`src/rtl/line_sum_calculator.sv`:
```
// Multiplies a valid-qualified stream of pixel pairs and sums the products of
// each image line, emitting one line_sum per line and flagging the end of frame.
module line_sum_calculator #(
   parameter int unsigned LINE_SIZE    = 16,
   parameter int unsigned PIXEL_SIZE   = 8,
   parameter int unsigned NUM_OF_LINES = 8,
   localparam int unsigned SUM_W       = $clog2(LINE_SIZE) + 2 * PIXEL_SIZE,
   localparam int unsigned LIDX_W      = $clog2(NUM_OF_LINES)
) (
   input  logic                  CLK,
   input  logic                  reset,
   input  logic                  frame_start,
   input  logic                  pixel_valid,
   input  logic [PIXEL_SIZE-1:0] pixel_a,
   input  logic [PIXEL_SIZE-1:0] pixel_b,
   output logic [SUM_W-1:0]      line_sum,
   output logic                  line_sum_valid,
   output logic [LIDX_W-1:0]     line_idx,
   output logic                  frame_done,
   output logic                  pixel_drop
);

   localparam int unsigned PIX_W  = $clog2(LINE_SIZE);
   localparam int unsigned PROD_W = 2 * PIXEL_SIZE;

   typedef enum logic [1:0] {IDLE, RUN, DONE} state_t;

   state_t              state;
   logic [PIX_W-1:0]    pix_cnt;
   logic [LIDX_W-1:0]   line_cnt;
   logic [PROD_W-1:0]   prod_r;
   logic                last_r;
   logic                p_valid;
   logic [LIDX_W-1:0]   line_r;
   logic [SUM_W-1:0]    acc;

   // frame_start makes the current pixel behave as pixel 0 of line 0
   logic [PIX_W-1:0]    cur_pix_c;
   logic [LIDX_W-1:0]   cur_line_c;
   logic                take_c;
   logic                cur_pix_last_c;
   logic                cur_line_last_c;
   logic [SUM_W-1:0]    sum_c;

   assign cur_pix_c       = frame_start ? '0 : pix_cnt;
   assign cur_line_c      = frame_start ? '0 : line_cnt;
   assign take_c          = pixel_valid && (frame_start || (state == RUN));
   assign cur_pix_last_c  = (cur_pix_c == PIX_W'(LINE_SIZE - 1));
   assign cur_line_last_c = (cur_line_c == LIDX_W'(NUM_OF_LINES - 1));
   assign sum_c           = acc + SUM_W'(prod_r);

   always_ff @(posedge CLK or negedge reset) begin
      if (!reset) begin
         state          <= IDLE;
         pix_cnt        <= '0;
         line_cnt       <= '0;
         prod_r         <= '0;
         last_r         <= 1'b0;
         p_valid        <= 1'b0;
         line_r         <= '0;
         acc            <= '0;
         line_sum       <= '0;
         line_sum_valid <= 1'b0;
         line_idx       <= '0;
         frame_done     <= 1'b0;
         pixel_drop     <= 1'b0;
      end else begin
         line_sum_valid <= 1'b0;
         frame_done     <= 1'b0;
         pixel_drop     <= pixel_valid && !frame_start && (state != RUN);

         // stage 1: multiply and track position within line/frame
         p_valid <= take_c;
         if (take_c) begin
            prod_r <= PROD_W'(pixel_a) * PROD_W'(pixel_b);
            last_r <= cur_pix_last_c;
            line_r <= cur_line_c;
            if (cur_pix_last_c) begin
               pix_cnt  <= '0;
               line_cnt <= cur_line_last_c ? '0 : cur_line_c + LIDX_W'(1);
            end else begin
               pix_cnt  <= cur_pix_c + PIX_W'(1);
               line_cnt <= cur_line_c;
            end
         end else if (frame_start) begin
            pix_cnt  <= '0;
            line_cnt <= '0;
         end

         // stage 2: accumulate; in-flight products are dropped on frame_start
         if (frame_start) begin
            acc <= '0;
         end else if (p_valid) begin
            if (last_r) begin
               line_sum       <= sum_c;
               line_sum_valid <= 1'b1;
               line_idx       <= line_r;
               frame_done     <= (line_r == LIDX_W'(NUM_OF_LINES - 1));
               acc            <= '0;
            end else begin
               acc <= sum_c;
            end
         end

         if (frame_start) begin
            state <= RUN;
         end else begin
            case (state)
               RUN:     if (take_c && cur_pix_last_c && cur_line_last_c) state <= DONE;
               default: state <= state;
            endcase
         end
      end
   end

endmodule

```
`config.mk`:
```
export PLATFORM = sky130hd
export DESIGN_NAME = line_sum_calculator
export DESIGN_NICKNAME = d
export VERILOG_FILES = /design/src/rtl/line_sum_calculator.sv
export SDC_FILE = /design/constraint.sdc
export NUM_CORES = 1
export LEC_CHECK = 0
export BUFFER_PORTS_ARGS = -buffer_cell sky130_fd_sc_hd__buf_2
export CELL_PAD_IN_SITES_DETAIL_PLACEMENT = 0
export CELL_PAD_IN_SITES_GLOBAL_PLACEMENT = 2
export CORE_MARGIN = 2
export CORE_UTILIZATION = 41
export DETAILED_ROUTE_END_ITERATION = 10
export PLACE_DENSITY_LB_ADDON = 0.1
export SYNTH_ARGS = -nofsm -noshare
export SYNTH_HDL_FRONTEND = slang
export SYNTH_SLANG_ARGS = --single-unit
```
`constraint.sdc`:
```
create_clock -name CLK -period 5.5 [get_ports CLK]
set_clock_uncertainty 0.1 [all_clocks]
set_input_delay 0.825 -clock CLK [delete_from_list [all_inputs] [get_ports CLK]]
set_output_delay 0.825 -clock CLK [all_outputs]
set_load 0.005 [all_outputs]
```
Word-level counts from Yosys, hierarchy flattened
Cells that the tools add are included.
W data, S select, Z words.
{"block": "totals", "regBits": 76, "romBits": 0, "output_inout_bits": 26, "ramBits": 0, "memories": 0, "word_cells": 54, "latchBits": 0, "input_bits": 20}
{"block": "classes", "div": 0, "add_sub_neg": 3, "muxes": 19, "n_mul": 1, "n_lt_le_gt_ge": 0, "n_shift": 0, "reduce_logical": 12, "n_bitwise": 1, "n_eq_ne": 5}
{"cell": "$mux W20", "count": 3}
{"cell": "$add A20 B16 Y20", "count": 1}
{"cell": "$mul A8 B8 Y16", "count": 1}
{"cell": "$mux W3", "count": 4}
{"cell": "$mux W4", "count": 3}
{"cell": "$eq A3 B3 Y1 const B", "count": 2}
{"cell": "$mux W1", "count": 6}
{"cell": "$mux W2", "count": 3}
{"cell": "$reduce_bool A2 Y1", "count": 3}
{"cell": "$logic_and A1 B1 Y1", "count": 5}
{"cell": "$add A4 B1 Y4 const B", "count": 1}
{"cell": "$eq A4 B4 Y1 const B", "count": 1}
{"cell": "$add A3 B1 Y3 const B", "count": 1}
{"cell": "$reduce_and A3 Y1", "count": 1}
{"cell": "$eq A2 B1 Y1 const B", "count": 1}
{"cell": "$ne A2 B1 Y1 const B", "count": 1}
{"cell": "$reduce_and A2 Y1", "count": 1}
{"cell": "$logic_not A1 Y1", "count": 1}
{"cell": "$logic_or A1 B1 Y1", "count": 1}
{"cell": "$not A1 Y1", "count": 1}

Depth between registers and ports, before layout
{"block": "logic_depth", "ltp_word": 8, "ltp_mapped": 16, "ltp_nobuf": 16}

Least setup slack after synthesis
No wires, ideal clock.
{"block": "synth_path", "kind": "in2reg", "startpoint": "input pixel_a[0]", "endpoint": "register prod_r[13]", "slack_ns": 0.918, "cell_stages": 15, "t_arrival_ns": 4.358, "required_ns": 5.276, "setup_time_ns": 0.124, "cell_sequence": "nand2_1 > fa_1 > fa_1 > inv_1 > fa_1 > inv_1 > fa_1 > inv_1 > ha_1 > o21a_1 > o31a_1 > o31ai_1 > a21oi_1 > nor3_1 > a211o_1"}
{"block": "synth_between", "elab_chain_len": 1}
{"item": "start, declared", "line_no": "14", "rtl": "input logic [PIXEL_SIZE-1:0] pixel_a,"}
{"item": "$mul A8 B8 Y16", "line_no": "75", "rtl": "prod_r <= PROD_W'(pixel_a) * PROD_W'(pixel_b);"}
{"item": "end signal, assigned", "line_no": "75"}
{"item": "end, declared", "line_no": "31", "rtl": "logic [PROD_W-1:0] prod_r;"}
No other way between the ends.
A chain may end at the register's enable or synchronous reset.

Worst setup path after layout
Same ends and word-level chain as after synthesis.

==> impl_metrics.toml <==
[cells_and_area]
seqCellArea_mm2 = 0.001902
post-route-util = 0.4680
nFillCells = 1372
multi_input_area_mm2 = 0.003618
final_layout_size_suffix_gt1_frac = 0.1052
area_growth_pct = 11.88
nets = 782
stdcell_count = 855
num_antenna_cells = 0

[placed_design]
placedCellCount = 839
dp_hpwl_um = 9589
gp_congestion = 0.8375
portBuffers = 45
pre_cts_slack_ns = 0.4871

[die]
start_util = 0.4183
core-area_mm2 = 0.01383
die_y_um = 122.8
rows = 43
die_area_mm2 = 0.01507
die_width_um = 122.8
io_pins = 46

[sta]
period_needed_ns = 4.691
slew_headroom = 0.3594
fmax_ghz = 0.2132
fin_ws_ns = 0.8087
tightest_slew_ns = 0.9609
maxSlewViolCount = 0
setup_viol = 0
finalHoldViolCount = 0
rsz0062_at_grt = "false"
setup_tns_ns = 0
fin_crit_sh = 0.8530

[global_route]
grt_max_degree = 77
grt_pass1_vias = 4449
antenna_found_initial = 0
grt.overflow.total = 0
grt_pass1_wl_um = 21250
grt.total_usage = 0.1779

[clock_network]
cts_setup_buffers = 0
cts_sinks = 76
clock_latency_ns = 0.33
cts_tree = "built"
cts_buffers = 9
cts_hold_buf = 0
cts_htree_levels = 3
clock_path_buffers = 2
cts_resized = 0
cts-root-buf = "clkbuf_16"
clk_pin_slew_ns = 0.06

[min_path]
hp-class = "reg2reg"
whs_endpoint = "line_sum[1]$_DFFE_PN0P_"
min_from = "line_sum[1]$_DFFE_PN0P_"
hold_depth = 2

[yosys]
ys_top_cells_by_count = "117 x nand2_1, 76 x dfrtp_1, 55 x ha_1"
yosysMostFrequentCell = "nand2_1"
syn_area_mm2 = 0.005784
synth_edf_count = 0
seq_area_frac_synth = 0.3288
yosysWarnings = 0
yosys-top-cells-area = "dfrtp_1 33%, fa_1 13%, ha_1 12%"
synth_flop_cell = "dfrtp_1"
synthDistinctLibCells = 50
ys_ff_latch = 76
synth_top_cell_by_area = "dfrtp_1"
synth.top_cell.area_share = 0.3288
syn_nets = 742
synthArstFlopShare = 1.000
syn_avg_cell_area_um2 = 9.181
syn_inst = 630

[drt]
drt.antenna.violating_nets = 0
avgRoutedWirePerCell_um = 14.30
viasPerCell = 5.019
drtPass1Iterations = 5
drc = 0
first_iter_violations = 178
drt-total-wl_um = 12230
vias = 4291

[status]
outcome = "finished, final reports clean"

[critical_path]
slowest_stage = "fa_1"
critPathKind = "in2reg"
rr_endpoint = "acc[18]$_DFFE_PN0P_"
critPathLaunchType = "input pin"
reg2reg_from = "prod_r[0]$_DFFE_PN0P_"
cp_num_buf_inv = 4
end_kind = "register"
cpPeakStageDelay_ns = 0.54
cp_top_family = "adder cells"
cp_max_fo = 8
arrival_ns = 4.80
crit_chain = "buf_2 -> nand2_1 -> fa_1 -> fa_1 -> inv_1 -> fa_1 -> inv_1 -> fa_1 -> inv_1 -> ha_1 -> o21a_1 -> o31a_1 -> o31ai_1 -> a21oi_1 -> a211o_1"
crit_top_cell = "fa_1"
required_ns = 5.61
ff2ff_path_depth = 8
reg2reg_slack_ns = 2.74

[run]
cap_violations = 0

[pwr]
power_density_mw_per_mm2 = 382.2
cellLeakagePower_nw = 3.278
ir_drop_mv = 0.1739
-- worst max-delay path by stage --
stage | from | to | slack, ns | cells after the start
after floorplan | pixel_a[0] | prod_r[13]$_DFFE_PN0P_ | 0.92 | 15
after CTS | pixel_a[0] | prod_r[13]$_DFFE_PN0P_ | 0.83 | 15
after global routing | pixel_a[0] | prod_r[13]$_DFFE_PN0P_ | 0.64 | 16
after detailed placement | pixel_a[0] | prod_r[13]$_DFFE_PN0P_ | 0.49 | 15
after global placement | pixel_a[0] | prod_r[13]$_DFFE_PN0P_ | 0.56 | 15
final | pixel_a[0] | prod_r[13]$_DFFE_PN0P_ | 0.81 | 15
-- layout make-up --
cell class | count | share of cell area
Clock buffer | 11 | 0.03751
Clock inverter | 5 | 0.005800
Inverter | 52 | 0.03016
Multi-Input combinational cell | 483 | 0.5592
Sequential cell | 76 | 0.2939
Tap cell | 180 | 0.03480
Timing Repair Buffer | 48 | 0.03867
-- sequential cells by signal, indices dropped and copies added (netlist names) --
name and count:
line_sum_valid 1, line_cnt 3, p_valid 1, last_r 1, pix_cnt 4, prod_r 16
pixel_drop 1, line_idx 3, line_sum 20, line_r 3, acc 20, state 2
frame_done 1
-- worst reg2reg max path: stages, from the launching register on --
cell and delay (ns):
dfrtp_1 0.41, ha_1 0.24, fa_1 0.41, a21o_1 0.21, a221oi_1 0.34, o31a_1 0.31
o221a_1 0.31, nor4_1 0.08, a211o_1 0.23
-- power breakdown --
part	switching, W	leakage [nW]	internal (W)
Combinational	0.000719	2.13	0.000493
Sequential	0.0000666	1.02	0.000653
Clock	0.000223	0.132	0.000318
-- metal layers --
| layer | share of wire | GRT usage |
|---|---|---|
| met4 | 0.014 | 0.05244 |
| met5 | 0 | 0 |
| met3 | 0.025 | 0.02370 |
| met2 | 0.47 | 0.3001 |
| met1 | 0.49 | 0.2381 |
-- logic make-up (layout without fill, tap and decap cells) --
group | count (synthesis) | after routing | share of synthesized area
adders and majority gates | 92 | 92 | 0.2470
muxes | 1 | 1 | 0.001947
xor gates and xnor gates | 28 | 28 | 0.04240
DFF | 76 | 76 | 0.3288
buffers and inverters | 71 | 116 | 0.04629
and+or+nand+nor | 227 | 227 | 0.1847
AOI/OAI and AO/OA | 135 | 135 | 0.1488
-- placed cells by master (no fill, tap or decap), types with 7 or more instances in the layout --
| master | count |
|---|---|
| nor2_1 | 18 |
| nand2_1 | 117 |
| a21o_1 | 14 |
| and2_1 | 53 |
| fa_1 | 37 |
| o21ai_0 | 46 |
| buf_2 | 44 |
| dfrtp_1 | 76 |
| clkbuf_16 | 9 |
| ha_1 | 55 |
| xor2_1 | 11 |
| nor3_1 | 7 |
| nor2b_1 | 8 |
| a21oi_1 | 24 |
| o21ai_1 | 7 |
| inv_1 | 51 |
| nand3_1 | 10 |
| xnor2_1 | 17 |
-- stage by stage --
step	hold WS (ns)	power, W	area (µm²)
final	0.3646	0.002473	6471
after floorplan	0.3419	0.001659	5784
after global routing	0.3943	0.002728	6471
after CTS	0.3729	0.002510	6471
after global placement	0.3513	0.001940	6191
after detailed placement	0.3584	0.001947	6191
Power figures use the tool's default switching activity.
